**config.mk**
```make
export PLATFORM = sky130hd
export DESIGN_NAME = load_arbiter8
export DESIGN_NICKNAME = d
export VERILOG_FILES = /design/src/rtl/load_arbiter8.sv
export SDC_FILE = /design/constraint.sdc
export NUM_CORES = 1
export LEC_CHECK = 0
export CORE_MARGIN = 2
export CORE_UTILIZATION = 45
export CTS_BUF_LIST = sky130_fd_sc_hd__clkbuf_8
export DETAILED_ROUTE_END_ITERATION = 6
export GPL_TIMING_DRIVEN = 0
export PLACE_DENSITY = 0.69
export SLEW_MARGIN = 5
export SYNTH_ARGS = -nofsm -noshare
export SYNTH_HDL_FRONTEND = slang
export SYNTH_SLANG_ARGS = --single-unit
```
**constraint.sdc**
```tcl
create_clock -name clock -period 6.5 [get_ports clock]
set_input_delay 0.975 -clock clock [delete_from_list [all_inputs] [get_ports clock]]
set_output_delay 0.975 -clock clock [all_outputs]
set_load 0.03 [all_outputs]
```
**src/rtl/load_arbiter8.sv**
```systemverilog
// Round-robin arbiter for one register-bank write port shared by eight requesters.
// Issues a registered one-hot load strobe, the matching mux select and a valid flag; supports bounded locked bursts.
module load_arbiter8 #(
    parameter int MAX_LOCK = 4
) (
    input  logic       clock,
    input  logic       reset,
    input  logic [7:0] req,
    input  logic [7:0] lock,
    output logic [7:0] grant,
    output logic [2:0] sel,
    output logic       valid
);

    typedef enum logic {IDLE, GRANT} state_t;

    localparam logic [3:0] MAX_CNT = 4'(MAX_LOCK);

    state_t     state;
    logic [2:0] ptr;
    logic [3:0] cnt;

    logic [7:0] cand;
    logic [2:0] start;
    logic [2:0] sel_next;
    logic       hit;
    logic [2:0] win;
    logic       hold;

    // Scan v from index first upward with wrap; the lowest offset that is set wins.
    function automatic logic [3:0] find_first(input logic [7:0] v, input logic [2:0] first);
        logic [3:0] res;
        logic [2:0] idx;
        res = 4'b0;
        for (int k = 7; k >= 0; k--) begin
            idx = first + 3'(k);
            if (v[idx]) res = {1'b1, idx};
        end
        return res;
    endfunction

    // NOTE: every always_comb output gets a default first so no path leaves it unassigned (no latch).
    always_comb begin
        sel_next = sel + 3'd1;
        cand     = req;
        start    = ptr;
        hold     = 1'b0;
        if (state == GRANT) begin
            cand  = req & ~(8'b1 << sel);
            start = sel_next;
            hold  = req[sel] & lock[sel] & (cnt < MAX_CNT);
        end
        {hit, win} = find_first(cand, start);
    end

    always_ff @(posedge clock or posedge reset) begin
        if (reset) begin
            state <= IDLE;
            ptr   <= 3'd0;
            cnt   <= 4'd0;
            grant <= 8'h00;
            sel   <= 3'd0;
            valid <= 1'b0;
        end else begin
            case (state)
                IDLE: begin
                    if (hit) begin
                        state <= GRANT;
                        grant <= 8'b1 << win;
                        sel   <= win;
                        valid <= 1'b1;
                        cnt   <= 4'd1;
                    end
                end
                GRANT: begin
                    if (hold) begin
                        cnt <= cnt + 4'd1;
                    end else begin
                        // Release: the rotation restarts just past the holder, which is masked out.
                        ptr <= sel_next;
                        if (hit) begin
                            grant <= 8'b1 << win;
                            sel   <= win;
                            cnt   <= 4'd1;
                        end else begin
                            state <= IDLE;
                            grant <= 8'h00;
                            sel   <= 3'd0;
                            valid <= 1'b0;
                            cnt   <= 4'd0;
                        end
                    end
                end
                default: state <= IDLE;
            endcase
        end
    end

endmodule

```
==> flow_metrics.env <==
export IMPL_status="complete, no violations"
export IMPL_dieHeight_um=70.2
export IMPL_ios=30
export IMPL_critPathSlowestCell="dfrtp_1"
export IMPL_io_buffer_count=29
export IMPL_min_from="grant[0]"
export IMPL_maxCapViolations=0
export IMPL_fin_cells=319
export IMPL_cts_buffers=3
export IMPL_ys_ff_latch=20
export IMPL_startpoint="sel[0]"
export IMPL_place_inst=315
export IMPL_layout_nets=296
export IMPL_die_area_um2=4930
export IMPL_max_stage_delay_ps=480
export IMPL_track_usage_pct=21.8
export IMPL_syn_to_final_growth_pct=21.6
export IMPL_finalMaxSlewViolations=0
export IMPL_clock_latency_ps=260
export IMPL_drc=0
export IMPL_min_period_ps=4340
export IMPL_ant_nets=0
export IMPL_grt_max_degree=21
export IMPL_worstMarginPinSlew_ps=734
export IMPL_h_tree_depth=1
export IMPL_drtIter0Drc=218
export IMPL_hpwl_mm=4.06
export IMPL_yosysSeqAreaShare_pct=25.4
export IMPL_ys_async_sr_fraction_pct=100
export IMPL_holdBufCountCts=0
export IMPL_grt_pass1_wl_mm=8.83
export IMPL_synth_top_area_share_pct=25.4
export IMPL_root_buffer="clkbuf_8"
export IMPL_setup_viol_count_final=0
export IMPL_wl_mm=5.15
export IMPL_startpoint_type="flip-flop"
export IMPL_core_area_um2=4290
export IMPL_ctsResizeCount=0
export IMPL_finalClockSkew_ps=3.30
export IMPL_syn_nets=262
export IMPL_hold_worst_slack_ps=486
export IMPL_path_max_fanout=10
export IMPL_wl_per_cell_um=16.1
export IMPL_finalCritPeriodShare_pct=66.8
export IMPL_r2r_start="sel[0]"
export IMPL_avgSynthCellArea_um2=8.43
export IMPL_clk_path_buf_depth=2
export IMPL_die_w_um=70.2
export IMPL_gp_congestion=0.941
export IMPL_rsz0062_at_grt="false"
export IMPL_clk_pin_slew_worst_paths_ps=70
export IMPL_crit_family="buffers and inverters"
export IMPL_dr_pass1_iters=4
export IMPL_yosysWarnings=0
export IMPL_synthTopCellsByArea="dfrtp_1 25%, ha_1 6.3%, nand2_1 6.3%, nand3_1 4.8%, o21ai_0 4.6%"
export IMPL_cp_end_kind="flip-flop"
export IMPL_cp_common_cell="clkbuf_1"
export IMPL_cts_setup_buffers=0
export IMPL_worstPathCellList="clkbuf_1, inv_1, ha_1, mux2_4, ha_1, clkbuf_1, clkbuf_1, nand3_1, o21ai_1, o21ai_0, or3_1, o21ai_0, a22oi_1, a32o_1"
export IMPL_cts_tree="yes"
export IMPL_grt_pass1_vias=1887
export IMPL_hold_path_class="flip-flop to flip-flop"
export IMPL_synth_area_um2=1970
export IMPL_antenna_found_initial=0
export IMPL_synth_edff_count=0
export IMPL_cp_required_ps=6650
export IMPL_critPathKind="flip-flop to flip-flop"
export IMPL_via_count=1971
export IMPL_fin_setup_tns_ps=0
export IMPL_final_util_pct=55.9
export IMPL_numClockSinks=20
export IMPL_arrival_ps=4490
export IMPL_fmax_mhz=230
export IMPL_drive_gt1_share_pct=10.9
export IMPL_initial_core_util_pct=45.9
export IMPL_crit_buf_inv=4
export IMPL_syn_inst=234
export IMPL_num_antenna_cells=0
export IMPL_yosysUniqueCellTypes=56
export IMPL_synth_flop_cell="dfrtp_1"
export IMPL_row_count=24
export IMPL_synth_largest_area_cell="dfrtp_1"
export IMPL_relSlewSlack_pct=51.0
export IMPL_nFillCells=411
export IMPL_hold_viol_final=0
export IMPL_gr_total_overflow=0
export IMPL_vias_per_cell=6.18
-- final cells by class --
type	count	area (um2)	share of cell area, %
Multi-Input combinational cell	196	1370	57.1
Sequential cell	20	500	20.9
Timing Repair Buffer	29	290	12.1
Tap cell	52	65.1	2.71
Buffer	9	60.1	2.50
Clock buffer	3	41.3	1.72
Inverter	9	41.3	1.72
Clock inverter	1	30.0	1.25
-- flip-flops by register name, indices dropped and copies added (netlist names) --
| name | flops |
|---|---|
| grant | 8 |
| cnt | 4 |
| ptr | 3 |
| sel | 3 |
| state | 1 |
| valid | 1 |
-- worst register-to-register path, cell delays in order (launching register included) --
cell	delay, ps
dfrtp_1	480
clkbuf_1	380
inv_1	120
ha_1	340
mux2_4	330
ha_1	300
clkbuf_1	300
clkbuf_1	360
nand3_1	140
o21ai_1	180
o21ai_0	120
or3_1	360
o21ai_0	270
a22oi_1	230
a32o_1	310
-- cells by family after synthesis --
kind of cell               synth area share, %
muxes                                     5.33
DFF                                       25.4
and+or+nand+nor                           25.1
adders and majority gates                 6.35
buffers and inverters                     5.14
AOI/OAI and AO/OA                         30.0
xor gates and xnor gates                  2.66
-- synth_stat cells, drive strengths merged, types with 3 or more instances --
library cell	number
a211oi	3
a21o	4
a21oi	10
a31oi	3
a32o	4
and2	3
buf	6
clkbuf	3
dfrtp	20
ha	10
inv	9
mux2	3
nand2	35
nand3	19
nand3b	3
nand4	10
nor2	12
o211ai	12
o21ai	22
o31ai	4
xnor2	6
-- cell usage in the layout, fill, tap and decap left out, types with 4 or more instances in the layout --
cell	synthesis	routed
xnor2_1	6	6
a32o_1	4	4
clkdlybuf4s50_1	0	29
o211ai_1	12	12
ha_1	10	10
a21oi_1	9	9
a21o_1	4	4
o21ai_0	18	18
nand3_1	19	19
nand2_1	33	33
inv_1	7	7
o31ai_1	4	4
dfrtp_1	20	20
nor2_1	12	12
nand4_1	10	10
-- layer usage --
metal | vias to the layer above | share of wire, % | GRT usage [%]
met5 | - | 0 | 0
met4 | 0 | 1.8 | 6.41
met3 | 9 | 4.5 | 1.88
met2 | 57 | 47 | 36.0
met1 | 946 | 47 | 30.5
li1 | 959 | - | -
-- path summary, 6_finish.rpt --
| kind | endpoint | slack (ps) | cells past startpoint |
|---|---|---|---|
| worst max-delay path | grant[1] | 2160 | 14 |
| worst min-delay path | grant[0] | 490 | 2 |
| worst max register to register | grant[1] | 2160 | 14 |
| worst min register to register | grant[0] | 490 | 2 |
| max in group asynchronous | ptr[0] | 4900 | 2 |
| min in group asynchronous | grant[7] | 1130 | 2 |
-- per-stage QoR --
step	setup slack [ps]	instance area, um2
after floorplan	2680	1970
after global placement	2200	2330
after detailed placement	2210	2330
after CTS	2180	2400
after global routing	1720	2400
final	2160	2400
Power is not shown: default switching activity piles up to over one toggle a cycle in this logic, so the estimate is an artifact.
